## src/rtl/drive_mode_ctrl_p_if.sv

```systemverilog
// rtl/drive_mode_ctrl_p_if.sv - sensor/driver inputs and actuator/status outputs of the drive-mode controller
interface drive_mode_ctrl_p_if #(
  parameter int SPEED_W = 8,
  parameter int CNT_W   = 8
);
  logic [SPEED_W-1:0] speed;
  logic               obstacle;
  logic               reverse_req;
  logic               park_req;
  logic               accelerate;
  logic               brake;
  logic               reverse_en;
  logic [2:0]         state;
  logic               emergency;
  logic [CNT_W-1:0]   emg_count;

  modport master (
    output speed, obstacle, reverse_req, park_req,
    input  accelerate, brake, reverse_en, state, emergency, emg_count
  );

  modport slave (
    input  speed, obstacle, reverse_req, park_req,
    output accelerate, brake, reverse_en, state, emergency, emg_count
  );
endinterface

```

## src/rtl/drive_mode_ctrl_p.sv

```systemverilog
// rtl/drive_mode_ctrl_p.sv - drive-mode FSM with obstacle filter, emergency hold timer and event counter
module drive_mode_ctrl_p #(
  parameter int SPEED_W   = 8,
  parameter int DRIVE_TH  = 10,
  parameter int CRUISE_TH = 30,
  parameter int HYST      = 5,
  parameter int OBS_FILT  = 3,
  parameter int EMG_HOLD  = 16,
  parameter int CNT_W     = 8
) (
  input logic               clk,
  input logic               reset,
  drive_mode_ctrl_p_if.slave bus
);

  localparam int FILT_W = (OBS_FILT > 1) ? $clog2(OBS_FILT) : 1;
  localparam int HOLD_W = $clog2(EMG_HOLD + 1);

  localparam logic [SPEED_W-1:0] DRIVE_TH_V  = SPEED_W'(DRIVE_TH);
  localparam logic [SPEED_W-1:0] CRUISE_TH_V = SPEED_W'(CRUISE_TH);
  localparam logic [SPEED_W-1:0] CRUISE_LO_V = SPEED_W'(CRUISE_TH - HYST);
  localparam logic [FILT_W-1:0]  FILT_MAX    = FILT_W'(OBS_FILT - 1);
  localparam logic [HOLD_W-1:0]  HOLD_LOAD   = HOLD_W'(EMG_HOLD);

  typedef enum logic [2:0] {
    S_IDLE      = 3'd0,
    S_START     = 3'd1,
    S_DRIVE     = 3'd2,
    S_REVERSE   = 3'd3,
    S_CRUISE    = 3'd4,
    S_PARK      = 3'd5,
    S_EMERGENCY = 3'd6
  } state_t;

  state_t            state_q;
  state_t            state_d;
  logic [FILT_W-1:0] filt_cnt_q;
  logic [HOLD_W-1:0] hold_cnt_q;
  logic [CNT_W-1:0]  emg_cnt_q;
  logic              emg_first_q;
  logic              obs_valid;
  logic              speed_zero;
  logic              entering_emg;

  assign obs_valid    = bus.obstacle && (filt_cnt_q == FILT_MAX);
  assign speed_zero   = (bus.speed == '0);
  assign entering_emg = (state_q != S_EMERGENCY) && (state_d == S_EMERGENCY);

  always_ff @(posedge clk) begin
    if (reset) begin
      state_q <= S_IDLE;
    end else begin
      state_q <= state_d;
    end
  end

  always_comb begin
    state_d = state_q;
    case (state_q)
      S_IDLE: begin
        if (!speed_zero) state_d = S_START;
      end
      S_START: begin
        if (obs_valid)                     state_d = S_EMERGENCY;
        else if (bus.reverse_req)          state_d = S_REVERSE;
        else if (bus.speed >= DRIVE_TH_V)  state_d = S_DRIVE;
      end
      S_DRIVE: begin
        if (obs_valid)                         state_d = S_EMERGENCY;
        else if (bus.speed >= CRUISE_TH_V)     state_d = S_CRUISE;
        else if (speed_zero && bus.park_req)   state_d = S_PARK;
      end
      S_CRUISE: begin
        if (obs_valid)                     state_d = S_EMERGENCY;
        else if (speed_zero)               state_d = S_PARK;
        else if (bus.speed < CRUISE_LO_V)  state_d = S_DRIVE;
      end
      S_REVERSE: begin
        if (obs_valid)                            state_d = S_EMERGENCY;
        else if (speed_zero && !bus.reverse_req)  state_d = S_PARK;
      end
      S_PARK: begin
        if (obs_valid)                         state_d = S_EMERGENCY;
        else if (!speed_zero && !bus.park_req) state_d = S_START;
      end
      S_EMERGENCY: begin
        if (!bus.obstacle && speed_zero && (hold_cnt_q == '0)) state_d = S_IDLE;
      end
      default: state_d = S_IDLE;
    endcase
  end

  // Saturating run-length of sampled-high obstacle; any low sample restarts qualification.
  always_ff @(posedge clk) begin
    if (reset) begin
      filt_cnt_q <= '0;
    end else if (!bus.obstacle) begin
      filt_cnt_q <= '0;
    end else if (filt_cnt_q != FILT_MAX) begin
      filt_cnt_q <= filt_cnt_q + FILT_W'(1);
    end
  end

  always_ff @(posedge clk) begin
    if (reset) begin
      hold_cnt_q <= '0;
    end else if (entering_emg) begin
      hold_cnt_q <= HOLD_LOAD;
    end else if (state_q == S_EMERGENCY) begin
      if (bus.obstacle) begin
        hold_cnt_q <= HOLD_LOAD;
      end else if (hold_cnt_q != '0) begin
        hold_cnt_q <= hold_cnt_q - HOLD_W'(1);
      end
    end
  end

  // The pulse is registered alongside the entry so the output stays Moore.
  always_ff @(posedge clk) begin
    if (reset) begin
      emg_cnt_q   <= '0;
      emg_first_q <= 1'b0;
    end else begin
      emg_first_q <= entering_emg;
      if (entering_emg && (emg_cnt_q != '1)) begin
        emg_cnt_q <= emg_cnt_q + CNT_W'(1);
      end
    end
  end

  assign bus.accelerate = (state_q == S_DRIVE) || (state_q == S_CRUISE);
  assign bus.brake      = (state_q == S_PARK) || (state_q == S_EMERGENCY);
  assign bus.reverse_en = (state_q == S_REVERSE);
  assign bus.state      = state_q;
  assign bus.emergency  = emg_first_q;
  assign bus.emg_count  = emg_cnt_q;

endmodule

```

## src/flat_wrapper.sv

```systemverilog
// flat-port wrapper written by rule: the top's interface ports become plain ports
module drive_mode_ctrl_p_flat 
#(
  parameter int SPEED_W   = 8,
  parameter int DRIVE_TH  = 10,
  parameter int CRUISE_TH = 30,
  parameter int HYST      = 5,
  parameter int OBS_FILT  = 3,
  parameter int EMG_HOLD  = 16,
  parameter int CNT_W     = 8
)
  (clk, reset, bus_speed, bus_obstacle, bus_reverse_req, bus_park_req, bus_accelerate, bus_brake, bus_reverse_en, bus_state, bus_emergency, bus_emg_count);
  drive_mode_ctrl_p_if #(.SPEED_W(SPEED_W), .CNT_W(CNT_W)) bus_i ();
  input logic clk;
  input logic reset;
  input wire logic [$bits(bus_i.speed)-1:0] bus_speed;
  input wire logic [$bits(bus_i.obstacle)-1:0] bus_obstacle;
  input wire logic [$bits(bus_i.reverse_req)-1:0] bus_reverse_req;
  input wire logic [$bits(bus_i.park_req)-1:0] bus_park_req;
  output wire logic [$bits(bus_i.accelerate)-1:0] bus_accelerate;
  output wire logic [$bits(bus_i.brake)-1:0] bus_brake;
  output wire logic [$bits(bus_i.reverse_en)-1:0] bus_reverse_en;
  output wire logic [$bits(bus_i.state)-1:0] bus_state;
  output wire logic [$bits(bus_i.emergency)-1:0] bus_emergency;
  output wire logic [$bits(bus_i.emg_count)-1:0] bus_emg_count;
  assign bus_i.speed = bus_speed;
  assign bus_i.obstacle = bus_obstacle;
  assign bus_i.reverse_req = bus_reverse_req;
  assign bus_i.park_req = bus_park_req;
  assign bus_accelerate = bus_i.accelerate;
  assign bus_brake = bus_i.brake;
  assign bus_reverse_en = bus_i.reverse_en;
  assign bus_state = bus_i.state;
  assign bus_emergency = bus_i.emergency;
  assign bus_emg_count = bus_i.emg_count;
  drive_mode_ctrl_p #(.SPEED_W(SPEED_W), .DRIVE_TH(DRIVE_TH), .CRUISE_TH(CRUISE_TH), .HYST(HYST), .OBS_FILT(OBS_FILT), .EMG_HOLD(EMG_HOLD), .CNT_W(CNT_W)) u_core (.clk(clk), .reset(reset), .bus(bus_i));
endmodule
```

## config.mk

```make
export PLATFORM = sky130hd
export DESIGN_NAME = drive_mode_ctrl_p_flat
export DESIGN_NICKNAME = d
export VERILOG_FILES = /design/src/rtl/drive_mode_ctrl_p_if.sv /design/src/rtl/drive_mode_ctrl_p.sv /design/src/flat_wrapper.sv
export SDC_FILE = /design/constraint.sdc
export NUM_CORES = 1
export LEC_CHECK = 0
export ABC_AREA = 1
export CORE_ASPECT_RATIO = 0.7
export CORE_MARGIN = 2
export CORE_UTILIZATION = 45
export DETAILED_ROUTE_END_ITERATION = 12
export GPL_ROUTABILITY_DRIVEN = 0
export PLACE_DENSITY_LB_ADDON = 0.15
export SLEW_MARGIN = 40
export SYNTH_ARGS = -nofsm -noshare
export SYNTH_HDL_FRONTEND = slang
export SYNTH_SLANG_ARGS = --single-unit
```

## constraint.sdc

```tcl
create_clock -name clk -period 5.4 [get_ports clk]
set_input_delay 0.81 -clock clk [delete_from_list [all_inputs] [get_ports clk]]
set_output_delay 0.81 -clock clk [all_outputs]
set_load 0.1 [all_outputs]
```

== Yosys cells after proc, flatten, opt, wreduce, memory -nomap -nowiden ==
Index checks and enable logic that the tools add are counted.

* Bits in registers: 19
* Bits of input ports: 13
* Output and inout bits: 15

* $add $sub $neg: 3
* Order comparisons: 3
* Eq/ne operators: 11
* Muxes and demuxes: 20
* Bitwise operators: 1
* Reductions and logical operators: 25

{| class="wikitable"
|+ Operator list
! operator !! count
|-
| 3-bit 2-to-1 mux || 15
|-
| 3-bit case mux with 7 select lines || 1
|-
| 5-bit 2-to-1 mux || 4
|-
| 3-bit == test, second input constant || 4
|-
| 8-bit by 1-bit adder with 8-bit output, second input constant || 1
|-
| 8-bit by 4-bit greater-or-equal comparator with 1-bit output, second input constant || 1
|-
| 8-bit by 5-bit greater-or-equal comparator with 1-bit output, second input constant || 1
|-
| 1-bit logical AND || 8
|-
| 8-bit logical NOT || 1
|-
| 8-bit by 5-bit < comparator with 1-bit output, second input constant || 1
|-
| 8-bit inequality test, second input constant || 1
|-
| 3-bit by 2-bit == test with 1-bit output, second input constant || 2
|-
| 5-bit logical NOT || 1
|-
| 5-bit nonzero test || 1
|-
| 5-bit by 1-bit subtractor with 5-bit output, second input constant || 1
|-
| 1-bit logical NOT || 4
|-
| 2-bit AND reduction || 2
|-
| 2-bit nonzero test || 2
|-
| 2-bit OR reduction || 2
|-
| 3-bit by 1-bit == test with 1-bit output, second input constant || 1
|-
| 3-bit logical NOT || 1
|-
| 3-bit inequality test, second input constant || 1
|-
| 3-bit nonzero test || 1
|-
| 2-bit by 1-bit adder with 2-bit output, second input constant || 1
|-
| 4 further kinds || 5
|}

== Longest topological paths before layout ==
Gate-level depths: netlist of the first run.

* Depth in word-level cells: 10
* Depth in mapped cells: 14
* Gate-level depth less buffers: 14

== Worst setup path after synthesis of the first run ==
Ideal clock, no wire load.

* Path kind: register -> output
* Start: register u_core.state_q[0], in the netlist u_core.bus.state[0]
* End: output bus_brake
* Arrival time: 3,444 ps
* Data required time: 4,590 ps
* Path slack: 1,146 ps
* Cell stages (with the launch flop): 3
* Cells stage by stage: dfxtp_1 nand2_1 o21ai_0

* Cells in the longest elaborated chain, start to end: 2
* Elaborated cells on any way between the ends: 3

{| class="wikitable"
|+ RTL lines
! element !! line !! RTL
|-
| start, declared || drive_mode_ctrl_p.sv:35 || <nowiki>state_t state_q;</nowiki>
|-
| start signal, assigned || drive_mode_ctrl_p.sv:53 || <nowiki>state_q <= state_d;</nowiki>
|-
| 3-bit == test || drive_mode_ctrl_p.sv:132 || <nowiki>assign bus.brake = (state_q == S_PARK) || (state_q == S_EMERGENCY);</nowiki>
|-
| 1-bit logical OR * || drive_mode_ctrl_p.sv:132 ||
|-
| end, declared || flat_wrapper.sv:21 || <nowiki>output wire logic [$bits(bus_i.brake)-1:0] bus_brake;</nowiki>
|}

Every way passes the cells marked *; elsewhere a longest branch is shown, timed or not.

== Final worst setup path of the first run ==
* Start: input bus_obstacle
* End: register u_core.hold_cnt_q[3]

* Cells in the longest elaborated chain, start to end: 8
* Elaborated cells on any way between the ends: 17

{| class="wikitable"
|+ RTL lines
! element !! line !! RTL
|-
| start, declared || flat_wrapper.sv:17 || <nowiki>input wire logic [$bits(bus_i.obstacle)-1:0] bus_obstacle;</nowiki>
|-
| 1-bit logical NOT || drive_mode_ctrl_p.sv:87 || <nowiki>if (!bus.obstacle && speed_zero && (hold_cnt_q == '0)) state_d = S_IDLE;</nowiki>
|-
| 1-bit logical AND (2 in a row) || drive_mode_ctrl_p.sv:87 ||
|-
| 3-bit 2-to-1 mux || drive_mode_ctrl_p.sv:87 ||
|-
| 3-bit case mux with 7 select lines || drive_mode_ctrl_p.sv:59 || <nowiki>case (state_q)</nowiki>
|-
| 3-bit == test || drive_mode_ctrl_p.sv:47 || <nowiki>assign entering_emg = (state_q != S_EMERGENCY) && (state_d == S_EMERGENCY);</nowiki>
|-
| 1-bit logical AND || drive_mode_ctrl_p.sv:47 ||
|-
| 2-bit OR reduction (no line) || - ||
|-
| end signal, assigned || drive_mode_ctrl_p.sv:113 || <nowiki>hold_cnt_q <= hold_cnt_q - HOLD_W'(1);</nowiki>
|-
| end, declared || drive_mode_ctrl_p.sv:38 || <nowiki>logic [HOLD_W-1:0] hold_cnt_q;</nowiki>
|}

Several ways; a longest one is shown, not always the timed one.
A chain may end at the register's enable or synchronous reset.

==> results of run 1 <==
[cell usage after synthesis (all sizes together)]
cell,count,share of area
nand4,12,0.057
or2,1,0.0047
inv,32,0.091
a21oi,15,0.065
o21ai,7,0.029
clkbuf,1,0.0028
dfxtp,19,0.29
nor2,28,0.087
ha,4,0.038
o311ai,1,0.0066
xor2,7,0.046
o21a,1,0.0057
xnor2,2,0.013
nor3,7,0.043
a211oi,1,0.0057
a31oi,1,0.0047
nand3,9,0.043
nand3b,1,0.0085
nand2,55,0.16
[cell usage in the layout, fill, tap and decap left out, drive strengths merged, types with 9 or more instances in the layout]
master,n
a21oi,15
buf,15
clkdlybuf4s50,12
dfxtp,19
inv,32
nand2,55
nand3,9
nand4,12
nor2,28
[logic make-up after synthesis]
kind of cell             Yosys count
AND/OR/NAND/NOR                  113
buffers and inverters             33
AO/OA/AOI/OAI                     26
flip-flops                        19
XOR/XNOR                           9
adder cells (fa/ha/maj)            4
[per-layer routing]
metal  share of wire  wire length, um
met1            0.54             1600
met5               0                0
met2            0.39             1150
met3           0.074              221
met4          0.0027                8
[worst register-to-register path, stage by stage, from the launching register on]
cell and delay (ns):
dfxtp_1 0.35, inv_1 0.06, ha_1 0.24, nand2_2 0.19, inv_2 0.07, nor2_1 0.13
nand2_1 0.07, o21a_1 0.18, a21oi_1 0.21, nand2_2 0.20, nand2_1 0.18, nand2_2 0.10
nor3_1 0.13
[report_power, final]
group / total [W] / switching, W / internal [W]
clock: 0.0000990 / 0.0000477 / 0.0000513
combinational: 0.000397 / 0.000313 / 0.0000842
sequential: 0.000187 / 0.0000262 / 0.000160
total: 0.000683 / 0.000387 / 0.000296
[through the flow]
stage	total power (W)	setup WS (ns)	hold WS [ns]
5_1_grt	0.000726	2.58	0.493
3_5_place_dp	0.000587	2.51	0.459
3_3_place_gp	0.000608	2.44	0.453
2_1_floorplan	0.000516	1.15	0.438
6_report	0.000683	2.77	0.470
4_1_cts	0.000687	2.77	0.470
[sequential cells by signal, indices dropped and copies added (netlist names)]
name,cells
u_core.bus.state,3
u_core.bus.emg_count,8
u_core.bus.emergency,1
u_core.hold_cnt_q,5
u_core.filt_cnt_q,2
[path summary, 6_finish.rpt]
check	startpoint	to
worst max-delay path	bus_obstacle	u_core.hold_cnt_q[3]$_SDFFE_PP0P_
worst min register to register	u_core.hold_cnt_q[0]$_SDFFE_PP0P_	u_core.hold_cnt_q[0]$_SDFFE_PP0P_
worst max register to register	u_core.filt_cnt_q[0]$_SDFFE_PP0P_	u_core.hold_cnt_q[3]$_SDFFE_PP0P_
worst min-delay path	u_core.hold_cnt_q[0]$_SDFFE_PP0P_	u_core.hold_cnt_q[0]$_SDFFE_PP0P_
[final cells by class]
type                    count  share of cell area
inverters                  32              0.0747
multi-input cells         152               0.511
clock buffers               3              0.0257
clock inverters             1             0.00311
well taps                  36              0.0280
flip-flops and latches     19               0.237
repair buffers             27               0.121
==> impl_metrics.yaml, run 1 <==
detailed_routing:
  finalWirelength_mm: 2.99
  vias_per_cell: 4.91
  num_vias: 1326
  drc: 0
  antenna_left: 0
  wl_per_cell_um: 11.1
  first_pass_iters: 4
  drt-initial-drc-count: 53
grt:
  grt_overflow: 0
  use_met3: 0.0647
  grt_max_degree: 13
  grt_use_total: 0.190
  met1_usage: 0.303
  grt_pass1_wl_mm: 4.97
  globalRoute.busiestLayer: "met1"
  grt_antenna_before_repair: 0
  grt_use_met2: 0.256
  grt_pass1_vias: 1123
cells_and_area:
  finalInstanceArea_um2: 1610
  ff_latch_area_um2: 380
  layout-drive-gt1-share: 0.145
  finalNetCount: 252
  multi_input_area_um2: 821
  final_cells: 270
  area_growth_pct: 21.3
  fin_util: 0.574
  n_fill_cell: 288
  antenna_cells: 0
clock_network:
  cts_buffer_depth: 2
  clock_sinks: 19
  ctsHoldBuffers: 0
  cts_tree: "built"
  post-cts-setup-buffer-count: 0
  clock_latency_ns: 0.26
  ctsRootBufferMaster: "clkbuf_8"
  post_cts_resized: 0
  clk_pin_slew_ns: 0.07
  htreeDepth: 1
  cts_buffers: 3
place:
  dp_cells: 266
  dpl_cell_area_um2: 1560
  place_hpwl_mm: 2.37
  port-buffer-count: 27
logic_synthesis:
  synth_area_um2: 1330
  synth_xor_area_frac: 0.0595
  synth_top_family_by_area: "simple AND/OR/NAND/NOR gates"
  syn_nets: 221
  synth_warnings: 0
  synth_fa_ha_area_frac: 0.0378
  synth.area.mux_share: 0
  synth-seq-cells: 19
  avgSynthCellArea_um2: 6.50
  yosysSeqAreaShare: 0.287
  synth_cell_types: 28
  synth_cells: 204
  synthSimpleGateAreaFrac: 0.405
  synth_compound_area_frac: 0.117
sta:
  fin_skew_ns: 0.00435
  hold_viol: 0
  finalCritPeriodShare: 0.486
  worst_slew_pin_slew_ns: 0.498
  fmax_ghz: 0.381
  slew_viol_final: 0
  fin_setup_tns_ns: 0
  setup_violations: 0
  rsz0062_at_grt: "false"
  period_needed_ns: 2.63
  relSlewSlack: 0.670
floorplanning:
  core_area_um2: 2800
  num_io_pins: 28
  row_count: 16
  die_h_um: 49.4
  dieArea_um2: 3400
  initial_core_util: 0.473
  fp.dieW_um: 68.9
setup_path:
  rr_worst_depth: 12
  max_stage_delay_ns: 0.50
  worstPathBufferInverterCount: 2
  crit_type: "input port to register"
  path_delay_family: "simple AND/OR/NAND/NOR gates"
  reg2reg_slack_ns: 3.22
  cp_slowest_cell: "clkdlybuf4s50_1"
  critPathCaptureType: "register"
  cp.depth: 11
  critical_path_arrival_ns: 2.81
  start_kind: "input port"
  worstPathCellList: "clkdlybuf4s50_1 > nand2_2 > inv_2 > nor2_1 > nand2_1 > o21a_1 > a21oi_1 > nand2_2 > nand2_1 > nand2_2 > nor3_1"
  cpMostUsedCell: "nand2_2"
  required_ns: 5.58
  critical_path.max_fanout: 10
power_and_ir_drop:
  p_per_area_nw_per_um2: 425
  ir_drop_mv: 0.342
  p_leak_nw: 0.804
min_path:
  hold_path.class: "register to register"
  holdPathStages: 2
run:
  drv_cap: 0
status:
  status: "finished, final reports clean"
(Power assumes the default switching activity.)
==> run 2: changes to the inputs <==
==> constraint.sdc (replaced) <==
create_clock -name clk -period 2.4 [get_ports clk]
set_input_delay 0.36 -clock clk [delete_from_list [all_inputs] [get_ports clk]]
set_output_delay 0.36 -clock clk [all_outputs]
set_load 0.1 [all_outputs]
==> run 2 against run 1 <==
  * Flip-flop and latch count unchanged
  * Global-route usage increased by 1.1 points
  * Combinational power is 140% higher
  * Critical path depth up 1
  * Register-to-register slack got worse by 2.9 ns
  * Sequential share of layout area is 0.72 points lower
  * First-iteration DRC count up 89%
  * Clock power grew 120%
  * Final area is 5.5% higher
  * Core utilization grew 3.2 points
  * Via count rose by 2.6%
  * Total power up 140%
  * Critical path type is now register to register
==> impl_metrics.yaml, run 2 (synthesis gave the netlist of run 1 again) <==
power_and_ir_drop:
  p_per_area_nw_per_um2: 957
  pwr-share-clk: 0.134
  power.total_w: 0.00162
  pwr-share-comb: 0.598
  ir_drop_mv: 0.622
  p_leak_nw: 0.820
  p_sw_w: 0.000876
  switching_share: 0.540
  intPower_w: 0.000748
  p_seq_frac: 0.269
sta:
  hold_viol: 0
  setup_violations: 0
  setup_slack_ns: 0.297
  rsz0062_at_grt: "false"
  period_needed_ns: 2.10
  slew_viol_final: 0
  worst_slew_pin_slew_ns: 0.436
  hold_ws_ns: 0.464
  finalCritPeriodShare: 0.876
  relSlewSlack: 0.707
  fmax_ghz: 0.475
  fin_skew_ns: 0.00454
setup_path:
  required_ns: 2.57
  r2r_end: "u_core.hold_cnt_q[3]$_SDFFE_PP0P_"
  reg2reg_slack_ns: 0.30
  crit_type: "register to register"
  critical_path_arrival_ns: 2.27
  path_delay_family: "simple AND/OR/NAND/NOR gates"
  critPathLaunch: "u_core.filt_cnt_q[0]$_SDFFE_PP0P_"
  rr_worst_depth: 12
  max_stage_delay_ns: 0.33
  cp.depth: 12
  reg2reg_from: "u_core.filt_cnt_q[0]$_SDFFE_PP0P_"
  critical_path.max_fanout: 10
  start_kind: "register"
  critPathCaptureType: "register"
  cp_slowest_cell: "dfxtp_1"
  cpMostUsedCell: "nand2_2"
  cp-endpoint: "u_core.hold_cnt_q[3]$_SDFFE_PP0P_"
  worstPathCellList: "inv_1 > ha_1 > nand2_2 > inv_2 > nor2_1 > nand2_1 > o21a_1 > a21oi_1 > nand2_2 > nand2_1 > nand2_2 > nor3_1"
  worstPathBufferInverterCount: 2
clock_network:
  ctsHoldBuffers: 0
  ctsRootBufferMaster: "clkbuf_8"
  clk_pin_slew_ns: 0.07
  clock_latency_ns: 0.25
  post_cts_resized: 0
  htreeDepth: 1
  cts_buffers: 3
  cts_tree: "built"
  cts_buffer_depth: 2
  clock_sinks: 19
  post-cts-setup-buffer-count: 0
grt:
  grt_pass1_wl_mm: 5.31
  grt_use_total: 0.201
  grt_antenna_before_repair: 0
  grt_pass1_vias: 1187
  grt_overflow: 0
  grt_max_degree: 13
floorplanning:
  row_count: 16
  dieArea_um2: 3400
  die_h_um: 49.4
  core_area_um2: 2800
  initial_core_util: 0.473
  fp.dieW_um: 68.9
  num_io_pins: 28
detailed_routing:
  wl_per_cell_um: 11.0
  drt-initial-drc-count: 100
  num_vias: 1360
  first_pass_iters: 4
  antenna_left: 0
  drc: 0
  vias_per_cell: 5.00
  finalWirelength_mm: 3.00
min_path:
  hold_path.class: "register to register"
  holdPathStages: 2
place:
  port-buffer-count: 27
  place_hpwl_mm: 2.42
  dpl_cell_area_um2: 1650
  dp_slack_ns: 0.0530
cells_and_area:
  final_common_cell: "nand2_1"
  fin_util: 0.605
  layout-drive-gt1-share: 0.165
  largest_reg_flops: 8
  n_fill_cell: 281
  finalInstanceArea_um2: 1700
  finalNetCount: 254
  antenna_cells: 0
  area_growth_pct: 28.0
  layout_common_cells: "nand2_1, inv_1, nor2_1"
run:
  drv_cap: 0
status:
  status: "finished, final reports clean"
-- run 2: cell count changes in the layout (fill, tap and decap cells not counted), sizes merged --
cell,change
buf,+2
clkbuf,+1
clkinv,-1
-- run 2: through the flow --
step / TNS [ns] / std cells
2_1_floorplan: -1.70 / 204
3_3_place_gp: 0 / 268
3_5_place_dp: 0 / 268
4_1_cts: 0 / 272
5_1_grt: 0 / 272
6_report: 0 / 272
-- run 2: power by group through the flow --
stage	logic, W	registers (W)	clock network [W]
2_1_floorplan	0.000499	0.000680	0
3_3_place_gp	0.000967	0.000443	0
3_5_place_dp	0.000968	0.000443	0
4_1_cts	0.000971	0.000435	0.000223
5_1_grt	0.00104	0.000442	0.000237
6_report	0.000970	0.000436	0.000217
-- run 2: final cells by class --
| type | instances | area [um2] | share of cell area |
|---|---|---|---|
| Inverter | 32 | 120 | 0.0708 |
| Tap cell | 36 | 45.0 | 0.0265 |
| Sequential cell | 19 | 389 | 0.229 |
| Multi-Input combinational cell | 152 | 825 | 0.486 |
| Clock buffer | 4 | 45.0 | 0.0265 |
| Timing Repair Buffer | 29 | 273 | 0.161 |
-- run 2: worst min-delay path by stage --
stage | from | end
floorplan | reset | u_core.bus.state[2]$_SDFF_PP0_
global placement | u_core.hold_cnt_q[0]$_SDFFE_PP0P_ | u_core.hold_cnt_q[0]$_SDFFE_PP0P_
detailed placement | u_core.hold_cnt_q[0]$_SDFFE_PP0P_ | u_core.hold_cnt_q[0]$_SDFFE_PP0P_
CTS | u_core.hold_cnt_q[0]$_SDFFE_PP0P_ | u_core.hold_cnt_q[0]$_SDFFE_PP0P_
global route | u_core.hold_cnt_q[0]$_SDFFE_PP0P_ | u_core.hold_cnt_q[0]$_SDFFE_PP0P_
finish | u_core.hold_cnt_q[0]$_SDFFE_PP0P_ | u_core.hold_cnt_q[0]$_SDFFE_PP0P_
-- run 2: per-layer routing --
metal  routed length (um)  vias to the layer above  GRT usage
met3                  194                        2     0.0554
met4                    4                        0    0.00980
met1                 1600                      595      0.330
met2                 1210                       41      0.269
met5                    0                        -          0
li1                     -                      722          -
-- run 2: worst register-to-register path, cell delays in order, from the launching register on --
cell     delay (ns)
dfxtp_1        0.33
inv_1          0.06
ha_1           0.23
nand2_2        0.18
inv_2          0.07
nor2_1         0.14
nand2_1        0.07
o21a_1         0.18
a21oi_1        0.19
nand2_2        0.19
nand2_1        0.18
nand2_2        0.09
nor3_1         0.14
